[src/rtl/cu_pkg.sv]
// Shared constants for the control sequencer: T-state encoding, opcodes,
// ALU operation codes and instruction-register field positions.
package cu_pkg;

    typedef enum logic [3:0] {
        S_RST, S_T0, S_T1, S_T2, S_T3, S_T4, S_T5, S_T6, S_T7, S_HALT
    } state_t;

    localparam logic [4:0] OP_LD   = 5'b00000;
    localparam logic [4:0] OP_ST   = 5'b00010;
    localparam logic [4:0] OP_ADD  = 5'b00011;
    localparam logic [4:0] OP_SUB  = 5'b00100;
    localparam logic [4:0] OP_AND  = 5'b00101;
    localparam logic [4:0] OP_OR   = 5'b00110;
    localparam logic [4:0] OP_ADDI = 5'b01100;
    localparam logic [4:0] OP_NOP  = 5'b11010;
    localparam logic [4:0] OP_HALT = 5'b11011;

    localparam logic [4:0] ALU_ADD = 5'd0;
    localparam logic [4:0] ALU_SUB = 5'd1;
    localparam logic [4:0] ALU_AND = 5'd4;
    localparam logic [4:0] ALU_OR  = 5'd5;

    localparam int OPC_HI = 31;
    localparam int OPC_LO = 27;
    localparam int RA_HI  = 26;
    localparam int RA_LO  = 23;
    localparam int RB_HI  = 22;
    localparam int RB_LO  = 19;
    localparam int RC_HI  = 18;
    localparam int RC_LO  = 15;

    function automatic logic is_alu(input logic [4:0] op);
        return (op == OP_ADD) || (op == OP_SUB) || (op == OP_AND) || (op == OP_OR);
    endfunction

    function automatic logic [4:0] alu_code(input logic [4:0] op);
        case (op)
            OP_SUB:  return ALU_SUB;
            OP_AND:  return ALU_AND;
            OP_OR:   return ALU_OR;
            default: return ALU_ADD;
        endcase
    endfunction

endpackage

[src/rtl/reg_select.sv]
// 4-bit register index to 16-bit one-hot select, forced to zero when disabled.
module reg_select (
    input  logic [3:0]  i_idx,
    input  logic        i_en,
    output logic [15:0] o_onehot
);

    assign o_onehot = i_en ? (16'd1 << i_idx) : 16'd0;

endmodule

[src/rtl/control_unit.sv]
// Hardwired fetch/execute sequencer for the single-bus datapath.
// Define CU_MEM_HANDSHAKE_EN to stretch memory T-states until mem_ready.
module control_unit
    import cu_pkg::*;
(
    input  logic        clock,
    input  logic        clear,
    input  logic [31:0] ir,
    input  logic        mem_ready,
    input  logic        stop,
    output logic        PCout,
    output logic        Zlowout,
    output logic        MDRout,
    output logic        Cout,
    output logic        MARin,
    output logic        Zin,
    output logic        PCin,
    output logic        MDRin,
    output logic        IRin,
    output logic        Yin,
    output logic        IncPC,
    output logic        Read,
    output logic        Write,
    output logic [4:0]  alu_op,
    output logic [15:0] Rin,
    output logic [15:0] Rout,
    output logic        illegal,
    output logic        halted
);

    state_t      r_state;
    state_t      w_next;
    logic [4:0]  w_op;
    logic [3:0]  w_ra, w_rb, w_rc;
    logic        w_ldst, w_legal, w_mem_ok;
    logic        w_rin_en, w_rout_en;
    logic [3:0]  w_rout_idx;
    logic        w_unused_bits;

    assign w_op          = ir[OPC_HI:OPC_LO];
    assign w_ra          = ir[RA_HI:RA_LO];
    assign w_rb          = ir[RB_HI:RB_LO];
    assign w_rc          = ir[RC_HI:RC_LO];
    assign w_ldst        = (w_op == OP_LD) || (w_op == OP_ST);
    assign w_legal       = is_alu(w_op) || (w_op == OP_ADDI) || w_ldst;
    // The low constant bits reach the datapath through Cout, not through this block.
    assign w_unused_bits = ^ir[14:0];

`ifdef CU_MEM_HANDSHAKE_EN
    assign w_mem_ok = mem_ready;
`else
    logic w_unused_mr;
    assign w_mem_ok    = 1'b1;
    assign w_unused_mr = mem_ready;
`endif

    always_comb begin
        w_next = r_state;
        case (r_state)
            S_RST:  w_next = S_T0;
            S_T0:   w_next = S_T1;
            S_T1:   if (w_mem_ok) w_next = S_T2;
            S_T2: begin
                if (stop || (w_op == OP_HALT)) w_next = S_HALT;
                else if (w_op == OP_NOP)       w_next = S_T0;
                else                           w_next = S_T3;
            end
            S_T3:   w_next = w_legal ? S_T4 : S_T0;
            S_T4:   w_next = S_T5;
            S_T5:   w_next = w_ldst ? S_T6 : S_T0;
            S_T6:   if ((w_op == OP_ST) || w_mem_ok) w_next = S_T7;
            S_T7:   if ((w_op == OP_LD) || w_mem_ok) w_next = S_T0;
            S_HALT: w_next = S_HALT;
            default: w_next = S_RST;
        endcase
    end

    always_ff @(posedge clock or negedge clear) begin
        if (!clear) r_state <= S_RST;
        else        r_state <= w_next;
    end

    // Outputs follow the state combinationally so that clear zeroes them without an edge.
    always_comb begin
        PCout = 1'b0; Zlowout = 1'b0; MDRout = 1'b0; Cout = 1'b0;
        MARin = 1'b0; Zin = 1'b0; PCin = 1'b0; MDRin = 1'b0; IRin = 1'b0; Yin = 1'b0;
        IncPC = 1'b0; Read = 1'b0; Write = 1'b0; illegal = 1'b0; halted = 1'b0;
        alu_op     = ALU_ADD;
        w_rin_en   = 1'b0;
        w_rout_en  = 1'b0;
        w_rout_idx = w_rb;
        case (r_state)
            S_T0: begin PCout = 1'b1; MARin = 1'b1; IncPC = 1'b1; Zin = 1'b1; end
            S_T1: begin Zlowout = 1'b1; Read = 1'b1; PCin = w_mem_ok; MDRin = w_mem_ok; end
            S_T2: begin MDRout = 1'b1; IRin = 1'b1; end
            S_T3: begin
                if (w_legal) begin
                    Yin       = 1'b1;
                    w_rout_en = !(w_ldst && (w_rb == 4'd0));
                end else begin
                    illegal = 1'b1;
                end
            end
            S_T4: begin
                Zin = 1'b1;
                if (is_alu(w_op)) begin
                    w_rout_en  = 1'b1;
                    w_rout_idx = w_rc;
                    alu_op     = alu_code(w_op);
                end else begin
                    Cout = 1'b1;
                end
            end
            S_T5: begin
                Zlowout = 1'b1;
                if (w_ldst) MARin = 1'b1;
                else        w_rin_en = 1'b1;
            end
            S_T6: begin
                if (w_op == OP_LD) begin
                    Read  = 1'b1;
                    MDRin = w_mem_ok;
                end else begin
                    w_rout_en  = 1'b1;
                    w_rout_idx = w_ra;
                    MDRin      = 1'b1;
                end
            end
            S_T7: begin
                if (w_op == OP_LD) begin
                    MDRout   = 1'b1;
                    w_rin_en = 1'b1;
                end else begin
                    Write = 1'b1;
                end
            end
            S_HALT: halted = 1'b1;
            default: ;
        endcase
    end

    reg_select u_rin_sel (
        .i_idx    (w_ra),
        .i_en     (w_rin_en),
        .o_onehot (Rin)
    );

    reg_select u_rout_sel (
        .i_idx    (w_rout_idx),
        .i_en     (w_rout_en),
        .o_onehot (Rout)
    );

endmodule
[config.mk]
export PLATFORM = sky130hd
export DESIGN_NAME = control_unit
export DESIGN_NICKNAME = d
export VERILOG_FILES = /design/src/rtl/cu_pkg.sv /design/src/rtl/reg_select.sv /design/src/rtl/control_unit.sv
export SDC_FILE = /design/constraint.sdc
export NUM_CORES = 1
export LEC_CHECK = 0
export CAP_MARGIN = 20
export CORE_ASPECT_RATIO = 1.4
export CORE_MARGIN = 3
export CORE_UTILIZATION = 30
export CTS_CLUSTER_SIZE = 24
export DETAILED_ROUTE_END_ITERATION = 6
export PLACE_DENSITY_LB_ADDON = 0.25
export SLEW_MARGIN = 25
export SYNTH_ARGS = -nofsm -noshare
export SYNTH_HDL_FRONTEND = slang
export SYNTH_HIERARCHICAL = 1
export SYNTH_SLANG_ARGS = --single-unit
[constraint.sdc]
create_clock -name clock -period 3.55 [get_ports clock]
set_input_delay 0.5325 -clock clock [delete_from_list [all_inputs] [get_ports clock]]
set_output_delay 0.5325 -clock clock [all_outputs]
set_load 0.005 [all_outputs]
After elaboration in Yosys (flattened, before gate mapping). Cells that the tools add are included.

Register bits after elaboration: 4. Input port bits: 36. Output and inout port bits: 52. Word-level logic and storage cells: 74.

Eq/ne operators: 17. Shift-type cells: 2. Mux-type cells: 38. Reductions and logical operators: 16.

Operator list (count): 4-bit case mux with 9 select lines (1); 16-bit two-way mux (2); 1-bit by 4-bit << shifter with 16-bit output (first input constant) (2); 1-bit two-way mux (20); 4-bit by 3-bit == test with 1-bit output (second input constant) (4); 5-bit by 3-bit == test with 1-bit output (second input constant) (3); 3-bit two-way mux (5); 4-bit two-way mux (3); 5-bit by 2-bit == test with 1-bit output (second input constant) (2); 5-bit == test (second input constant) (2); 3-bit case mux with 3 select lines (1); 4-bit by 2-bit == test with 1-bit output (second input constant) (2); 4-bit == test (second input constant) (2); 4-bit logical NOT (2); 1-bit case mux with 2 select lines (4); 4-bit case mux with 2 select lines (1); 2-bit OR reduction (4); 1-bit logical OR (7); 5-bit by 4-bit == test with 1-bit output (second input constant) (1); 5-bit logical NOT (1); 4-bit by 1-bit == test with 1-bit output (second input constant) (1); 1-bit case mux with 3 select lines (1); 1-bit logical AND (1); 1-bit logical NOT (1).

Longest topological paths before layout. Gate-level depths: netlist of run 1.

Depth in word-level cells: 9. Mapped depth: 7. Gate-level depth less buffers: 6.

By module. Netlist of run 1, hierarchy kept.

By module, submodules not included: control_unit (instances 1, cells each 98, area an instance 686.9 µm², sequential area each 100.1 µm²); reg_select (instances 2, cells each 23, area an instance 120.1 µm², sequential area each 0.0 µm²).

Worst setup path after synthesis of run 1. OpenSTA, ideal clock, no wires.

Path kind: input-to-output. Start point: input ir[27]. End point: output Rout[0]. Arrival time: 2355 ps. Required time: 3017 ps. Path slack: 662 ps. Stages on the path: 7. Buffers on the path: 1. Cell sequence: buf_6 -> or4_4 -> o2111ai_4 -> nor2_1 -> a221o_2 -> or3b_4 -> nor3_2.

Elaborated cells on any way between the ends: 24. Those cells by class: eq/ne: 6; shift: 1; mux: 8; reduce/logical: 9.

RTL lines: start, declared (RTL line control_unit.sv:8) `input logic [31:0] ir,`; 5-bit by 2-bit == test with 1-bit output / 5-bit by 3-bit == test with 1-bit output (equally long branches) (RTL line cu_pkg.sv:34) `return (op == OP_ADD) || (op == OP_SUB) || (op == OP_AND) || (op == OP_OR);`; 1-bit logical OR (3 in a row) (RTL line cu_pkg.sv:34); 4-bit two-way mux (RTL line control_unit.sv:106) `if (is_alu(w_op)) begin`; 4-bit case mux with 2 select lines * (RTL line control_unit.sv:92) `case (r_state)`; via w_rout_idx[1] (RTL line control_unit.sv:37) `logic [3:0] w_rout_idx;`; 1-bit by 4-bit << shifter with 16-bit output * (RTL line reg_select.sv:8) `assign o_onehot = i_en ? (16'd1 << i_idx) : 16'd0;`; 16-bit two-way mux * (RTL line reg_select.sv:8); end, declared (RTL line control_unit.sv:26) `output logic [15:0] Rout,`.

Mark *: on every way through the listed nets, which the timed path passes. The rest lies on a longest branch.

Final worst setup path of run 1.
Start point: input ir[28]. End point: output Rout[10].

Same word-level chain as after synthesis.

==> metrics list, run 1 <==
* CP Data Required Time: 3020 ps
* Horizontal die dimension: 53.0 µm
* Die extent in y: 71.8 µm
* Post-Route M1 WL: 1260 µm
- Data arrives at the worst endpoint at 2920 ps.
- Library cell appearing most often on the critical path: sky130_fd_sc_hd__clkdlybuf4s50_1
* Synth-to-layout area growth: 102%
- In the final routed layout, each cell accounts on average for 12.9 µm.
- For this design the top-level I/O count stands at 88.
- Final count of pins violating max slew: 0
* Max capacitance violation total: 0
- CORE AREA: 2910 µm²
* H-tree level count: 1
- Summing every instance area after synthesis gives 927 µm².
- The routed layout has 1339 vias.
* Iter 0 DRT Violations: 14
- CTS tree: built
- Input/output buffers: 68
- GP Congestion: 0.821
* Number of flip-flops in the largest register: 4
- Placed instance area: 1730 µm²
- Clock tree root buffer cell: sky130_fd_sc_hd__clkbuf_8
- Synthesized netlist cell count: 144
* Number of failing hold endpoints at the final stage: 0
- The routed design uses 239 µm of met3 wire.
- Worst path cell trace: clkdlybuf4s50_1 -> and3b_2 -> o21a_1 -> and2_1 -> buf_4 -> a221o_2 -> nand2b_4 -> nor2_1 -> clkdlybuf4s50_1
- Setup violations remaining at the end of the flow were counted as 0.
* Number of global-route vias before repair: 1257
* Full die area: 3800 µm²
- End of the worst register-to-register path: r_state[2]
- Based on the critical path, the design can be clocked at up to 0.290 GHz.
* Number of distinct standard cells referenced by the synthesized netlist: 39
- The average instance in the mapped netlist occupies 6.44 µm².
- The detail route stage leaves a number of antenna-violating nets equal to 0.
- The largest registers in the layout are r_state: 4 flops.
- After clock tree synthesis, the clock-pin slew on the worst setup and hold paths is 30 ps.
* Pleak: 0.883 nW
- The later pin in the worst-skew pair is clocked with a latency of 220 ps.
- Final std cell area, no fill: 1870 µm²
* Cell types with the largest area share after synthesis: sky130_fd_sc_hd__nor2_1, sky130_fd_sc_hd__dfrtp_1, sky130_fd_sc_hd__nand2b_1, sky130_fd_sc_hd__nor3_1, sky130_fd_sc_hd__a221o_2
- Detailed routing placed a total of 2010 µm of wire on met2.
* Initial cell density of the core: 31.9%
- Initial antenna violation count: 0
- Result of the run: finished, final reports clean
- Using the TritonRoute via totals, the vias-per-cell ratio works out to 4.87.
* All-layer global routing usage: 18.9%
- Worst path max stage delay: 500 ps
- The clock passes through at most 2 buffers.
* Maximum number of pins on one net before global-route repair: 15
- Cell class contributing the biggest share of worst-path delay: buffers and inverters
- Overall Power: 0.783 mW
- Dividing the final minimum period by the clock period gives 97.2%.
- For this design, the slowest cell found on the critical path is sky130_fd_sc_hd__clkdlybuf4s50_1.
* Fraction of layout cells with a size suffix above 1: 24.4%
- Number of inserted diodes: 0
- Final cell utilization of the core: 64.5%
- Top FF cell, synth: sky130_fd_sc_hd__dfrtp_1
* CTS sink cnt: 4
- Worst path bufs/invs: 3
- Type of element capturing the critical path: output pin
* Sequential share of the synthesized area: 10.8%
* Number of detailed-route iterations in the first pass: 4
* Kind of launch point of the worst setup path: input pin
- By startpoint and endpoint, the worst setup path is classified as input pin to output pin.
- Total gr overflow: 0
- Skew final: 6.08 ps
- The startpoint identified for the worst register-to-register timing path is r_state[1].
- The initialized floorplan defines 23 standard-cell rows.
* Layout filler cell count: 266
- For this run, design rule violations remaining after detail routing come to 0.
- Warnings, synthesis: 6
- Count of flip-flops with a built-in enable after synthesis: 0
- Along the worst path, the maximum fanout reaches 7.
* Post-detailed-routing wire length: 3560 µm
- The worst hold path belongs to the class input pin to asynchronous set/reset pin.
- Number of synthesized register bits: 4
* VDD IR-drop max: 0.404 mV
* Final Net Count: 276
- Measured in cells, the most critical reg-to-reg path has a length of 3.
* Setup slack, reg-to-reg: 2020 ps
* Cts bufs inserted: 3
- Highest Signal Layer: met4
- Share of async-settable or async-resettable flops after synthesis: 100%
* Final critical path time including I/O delays and setup: 3450 ps
* First-pass GRT wire length: 5580 µm
- Register with the most flip-flops: r_state
- Summed over its instances, the top area cell type makes up 17.8% of the synthesized netlist area.
- The biggest area contributor in the post-synthesis netlist is sky130_fd_sc_hd__nor2_1.
- HPWL after DPL: 2810 µm
* Power density over the cells: 418 nW/µm²
area by class of cell:
cell class                 instances  area, µm²  share of cell area [%]
tap                               37       46.3                    2.47
clock buffer                       3       41.3                    2.20
sequential                         4        100                    5.34
multi-input combinational        125        758                    40.5
inverter                           7       26.3                    1.40
timing repair buffer              99        902                    48.1
worst max path at each step:
| stage | from | to | slack (ps) | depth (start not counted) |
|---|---|---|---|---|
| floorplan | ir[27] | Rout[0] | 660 | 7 |
| global placement | ir[27] | Rout[0] | -180 | 8 |
| detailed placement | ir[27] | Rout[0] | -200 | 8 |
| CTS | ir[27] | Rout[10] | -80 | 9 |
| global route | ir[28] | Rout[10] | -10 | 10 |
| finish | ir[28] | Rout[10] | 100 | 9 |
synth_stat cells, types with 2 or more instances:
cell type	number
sky130_fd_sc_hd__a21oi_1	6
sky130_fd_sc_hd__dfrtp_1	4
sky130_fd_sc_hd__or3b_4	2
sky130_fd_sc_hd__nor3_1	9
sky130_fd_sc_hd__inv_1	7
sky130_fd_sc_hd__nand3b_1	5
sky130_fd_sc_hd__nand3_1	7
sky130_fd_sc_hd__buf_4	4
sky130_fd_sc_hd__clkbuf_8	2
sky130_fd_sc_hd__nand2b_1	9
sky130_fd_sc_hd__o21a_1	2
sky130_fd_sc_hd__nor2_2	2
sky130_fd_sc_hd__clkbuf_1	3
sky130_fd_sc_hd__a221o_2	4
sky130_fd_sc_hd__nor4_1	2
sky130_fd_sc_hd__nand2_1	6
sky130_fd_sc_hd__nor2_1	44
sky130_fd_sc_hd__o21ai_0	2
sky130_fd_sc_hd__or4_1	2
sky130_fd_sc_hd__nor3_2	2
sky130_fd_sc_hd__a31oi_1	2
layer usage:
| layer | GRT usage, % | up-vias |
|---|---|---|
| li1 | - | 690 |
| met5 | 0 | - |
| met1 | 19.1 | 601 |
| met2 | 36.5 | 44 |
| met3 | 3.12 | 4 |
| met4 | 7.10 | 0 |
kinds of logic after synthesis:
kind of cell	Yosys count	synth area share [%]
flip-flops	4	10.8
buffers and inverters	17	11.5
AO/OA/AOI/OAI	24	22.1
other	1	0.404
AND/OR/NAND/NOR	97	54.3
XOR/XNOR	1	0.945
power by group:
group,switching [mW],internal [mW]
clock,0.0257,0.0725
combinational,0.241,0.310
sequential,0.0650,0.0691
what timing repair did:
action / in CTS / in global routing
resized for setup: 25 / 9
pin swaps: 6 / 6
buffers inserted: 5 / 6
endpoints found under the setup margin: 20 / 22
hold buffers: 0 / 0
cells in the final DEF, fill, tap and decap left out, types with 2 or more instances in the layout:
cell type / count
sky130_fd_sc_hd__a21oi_1: 6
sky130_fd_sc_hd__a221o_2: 4
sky130_fd_sc_hd__a31oi_1: 2
sky130_fd_sc_hd__buf_2: 2
sky130_fd_sc_hd__buf_4: 30
sky130_fd_sc_hd__clkbuf_8: 3
sky130_fd_sc_hd__clkdlybuf4s50_1: 47
sky130_fd_sc_hd__conb_1: 3
sky130_fd_sc_hd__dfrtp_1: 4
sky130_fd_sc_hd__dlygate4sd2_1: 14
sky130_fd_sc_hd__dlymetal6s2s_1: 5
sky130_fd_sc_hd__inv_1: 7
sky130_fd_sc_hd__nand2_1: 5
sky130_fd_sc_hd__nand2b_1: 7
sky130_fd_sc_hd__nand2b_4: 2
sky130_fd_sc_hd__nand3_1: 6
sky130_fd_sc_hd__nand3b_1: 5
sky130_fd_sc_hd__nor2_1: 43
sky130_fd_sc_hd__nor2_2: 3
sky130_fd_sc_hd__nor3_1: 8
sky130_fd_sc_hd__nor3_2: 3
sky130_fd_sc_hd__nor4_1: 2
sky130_fd_sc_hd__o21a_1: 2
sky130_fd_sc_hd__o21ai_0: 2
sky130_fd_sc_hd__or3b_4: 2
sky130_fd_sc_hd__or4_1: 2
per-stage QoR:
| stage | hold slack [ps] | worst slack, ps | TNS (ps) | cells |
|---|---|---|---|---|
| after floorplan | 237 | 662 | 0 | 146 |
| after global placement | 603 | -176 | -1790 | 261 |
| after detailed placement | 616 | -199 | -2320 | 261 |
| after CTS | 505 | -81.4 | -148 | 269 |
| after global routing | 502 | -12.4 | -12.4 | 275 |
| final | 508 | 101 | 0 | 275 |
worst reg2reg max path, delay by kind of cell, from the launching register on:
kind,cells,cell delay [ps]
simple gates,3,930
flops,1,530
No activity file was read; power rests on OpenSTA's default activity.
==> inputs of run 2 (changes only) <==
Settings changed: CAP_MARGIN 20 to 15, PLACE_DENSITY from default to 0.8, PLACE_DENSITY_LB_ADDON 0.25 to default.
==> run 2 against run 1 <==
Global-route usage shrank 1.5 points; largest power group unchanged; first-iteration DRC count rose by 71%; critical path type unchanged; clock-buffer cell count did not move; combinational power is 5.6% higher; register-to-register slack barely moved; sequential cell count unchanged.
==> metrics list, run 2 (synthesis results as in run 1) <==
- Result of the run: finished, final reports clean (unchanged).
* H-tree level count: 1 (unchanged)
* Number of placement rows: 23 (unchanged)
- Hold_buf cts: 0 (unchanged)
- Kind of launch point of the worst setup path: input pin (unchanged)
* End of the worst register-to-register path: r_state[2] (unchanged)
* Reg power frac: 14.3% (was 17.1%)
* Cell-internal power: 0.457 mW (was 0.451 mW)
- CP Data Required Time: 3020 ps (about the same)
* CTS sink cnt: 4 (unchanged)
- The count of buffers from port buffering is 68 (unchanged).
* GP Congestion: 0.797 (was 0.821)
- The number of vias per cell was 4.90 (was 4.87).
- Largest fanout of any net on the critical path: 5 (was 7)
* Data arrival at the endpoint of the critical path: 2840 ps (was 2920 ps)
* Total gr overflow: 0 (unchanged)
- The total of max-cap violations came to 0 (unchanged).
- The kind of critical path is input pin to output pin (unchanged).
- Final count of pins violating max slew: 0 (unchanged)
- Initial cell density of the core: 31.9% (unchanged)
* Worst setup margin: 178 ps (was 101 ps)
- The total buffers and inverters traversed by the critical path is 3 (unchanged).
- The maximum operating frequency is 0.297 GHz (was 0.290 GHz).
- Unrepaired setup endpoints after global routing: no
* Library cell appearing most often on the critical path: sky130_fd_sc_hd__nor2_1 (was sky130_fd_sc_hd__clkdlybuf4s50_1)
- The power per cell area came to 417 nW/µm² (was 418 nW/µm²).
* Number of top-level pins: 88 (unchanged)
- The post-layout minimum cycle time is 3370 ps (was 3450 ps).
- RR Startpoint: r_state[3] (was r_state[1])
- Clock network latency to the later pin of the worst-skew pair: 210 ps (was 220 ps)
- The worst reg-to-reg setup slack was 2020 ps (about the same).
- Maximum number of pins on one net before global-route repair: 13 (was 15)
- The most frequent standard cell in the layout excluding fill and tap cells is sky130_fd_sc_hd__clkdlybuf4s50_1 (unchanged).
- Relative contribution of combinational cells to total power: 73.8% (was 70.3%)
- The share of final-layout standard cells stronger than drive strength 1 is 24.9% (was 24.4%).
* Switching portion of total power: 42.0% (was 42.4%)
- Overall Power: 0.788 mW (was 0.783 mW)
- Count of antenna-violating nets left after detailed routing: 0 (unchanged)
- The maximum clock insertion buffer count is 2 (unchanged).
- The clock tree from TritonCTS is built (unchanged).
- Final setup violating endpoints: 0 (unchanged)
- All-layer global routing usage: 17.4% (was 18.9%)
* Register with the most flip-flops: r_state (unchanged)
* Clock-pin slew reported for the worst setup and hold paths after clock tree synthesis: 30 ps (about the same)
- Post-place setup slack: -214 ps (was -199 ps)
- Final worst-path cycle share: 95.0% (was 97.2%)
* Highest-count cells in the layout ignoring fill and taps: sky130_fd_sc_hd__clkdlybuf4s50_1, sky130_fd_sc_hd__nor2_1, sky130_fd_sc_hd__buf_4 (unchanged)
- Pleak: 0.976 nW (was 0.883 nW)
- HPWL after DPL: 2560 µm (was 2810 µm)
- DRC viols: 0 (unchanged)
- The via count of the first global-routing pass came to 1250 (was 1257).
* First-pass GRT wire length: 5230 µm (was 5580 µm)
* Number of detailed-route iterations in the first pass: 4 (unchanged)
- Final Net Count: 271 (was 276)
* Horizontal die dimension: 53.0 µm (unchanged)
* Clock tree root buffer cell: sky130_fd_sc_hd__clkbuf_8 (unchanged)
* Synth-to-layout area growth: 104% (was 102%)
- The initial antenna violation count came to 0 (unchanged).
- The hold violation count in the final report is 0 (unchanged).
- Largest regs: r_state: 4 flops (unchanged).
* Die extent in y: 71.8 µm (unchanged)
- The total vias in the final route is 1323 (was 1339).
- The number of flip-flops in the largest register came to 4 (unchanged).
- Cts bufs inserted: 3 (unchanged)
- The slowest library cell on the worst path was sky130_fd_sc_hd__or4_4 (was sky130_fd_sc_hd__clkdlybuf4s50_1).
- The floorplan core area was 2910 µm² (unchanged).
- Worst path cell trace: dlymetal6s2s_1 -> or4_4 -> o2111ai_4 -> buf_4 -> nor2_1 -> a221o_2 -> nand2b_4 -> nor2_1 -> clkdlybuf4s50_1 (was clkdlybuf4s50_1 -> and3b_2 -> o21a_1 -> and2_1 -> buf_4 -> a221o_2 -> nand2b_4 -> nor2_1 -> clkdlybuf4s50_1)
* Full die area: 3800 µm² (unchanged)
- Number of inserted diodes: 0 (unchanged)
* Cell class contributing the biggest share of worst-path delay: simple AND/OR/NAND/NOR gates (was buffers and inverters)
* Iter 0 DRT Violations: 24 (was 14)
- The largest vdd supply drop was 0.434 mV (was 0.404 mV).
- Skew final: 1.49 ps (was 6.08 ps)
* Worst Setup SP: ir[27] (was ir[28])
- The class of the tightest hold or removal check is input pin to asynchronous set/reset pin (unchanged).
* Worst path max stage delay: 560 ps (was 500 ps)
- The clock power share was 11.9% (was 12.5%).
- The depth of the most critical reg-to-reg path came to 4 (was 3).
* Average wire per standard cell: 12.6 µm (was 12.9 µm)
* Power dissipated by switching net loads: 0.331 mW (was 0.332 mW)
- The aggregate routed wire length was 3410 µm (was 3560 µm).
* Type of element capturing the critical path: output pin (unchanged)
[run 2: cell count changes in the layout (fill, tap and decap cells not counted), sizes merged]
cell / before / now
dlymetal6s2s: 5 / 13
buf: 33 / 27
dlygate4sd2: 14 / 9
clkdlybuf4s15: 0 / 1
clkdlybuf4s50: 47 / 44
[run 2: metrics by stage]
stage	hold WS (ps)	instance area (µm²)	std cells	setup TNS, ps	utilization, %
3_5_place_dp	583	1710	258	-2250	58.8
2_1_floorplan	237	935	146	0	-
5_1_grt	530	1890	270	0	65.0
3_3_place_gp	572	1710	258	-1780	58.8
6_report	522	1890	270	0	65.0
4_1_cts	523	1820	268	-694	62.7
[run 2: final cells by class]
type                    count  area [µm²]
fillers                   256        1020
repair buffers             94         893
inverters                   7        26.3
flip-flops and latches      4         100
multi-input cells         125         783
well taps                  37        46.3
clock buffers               3        41.3
[run 2: routing by layer]
layer	wire length, µm	GRT usage, %
met1	1340	19.1
met2	1840	32.3
met3	154	2.49
met4	79	6.53
met5	0	0
[run 2: what timing repair did]
item | in CTS | in global routing
pin swaps | 9 | 7
setup endpoints to repair | 23 | 27
buffers inserted | 7 | 3
gates resized for setup | 19 | 22
[run 2: worst reg2reg max path, stage by stage, from the launching register on]
cell	delay (ps)
sky130_fd_sc_hd__dfrtp_1	370
sky130_fd_sc_hd__buf_4	170
sky130_fd_sc_hd__nand2b_1	260
sky130_fd_sc_hd__or4_1	550
sky130_fd_sc_hd__nand3_1	110
[run 2: power by group through the flow]
stage / Clock [mW] / Sequential [mW] / Combinational (mW)
2_1_floorplan: 0 / 0.0888 / 0.334
3_3_place_gp: 0 / 0.112 / 0.540
3_5_place_dp: 0 / 0.112 / 0.540
4_1_cts: 0.0971 / 0.113 / 0.571
5_1_grt: 0.103 / 0.120 / 0.632
6_report: 0.0939 / 0.113 / 0.582
[run 2: how the worst max path moves through the flow]
stage,to,slack (ps),cells past startpoint
after floorplan,Rout[0],660,7
after global placement,Rout[0],-200,8
after detailed placement,Rout[0],-210,8
after CTS,Rout[10],-130,9
after global routing,Rout[7],100,9
final,Rout[7],180,9
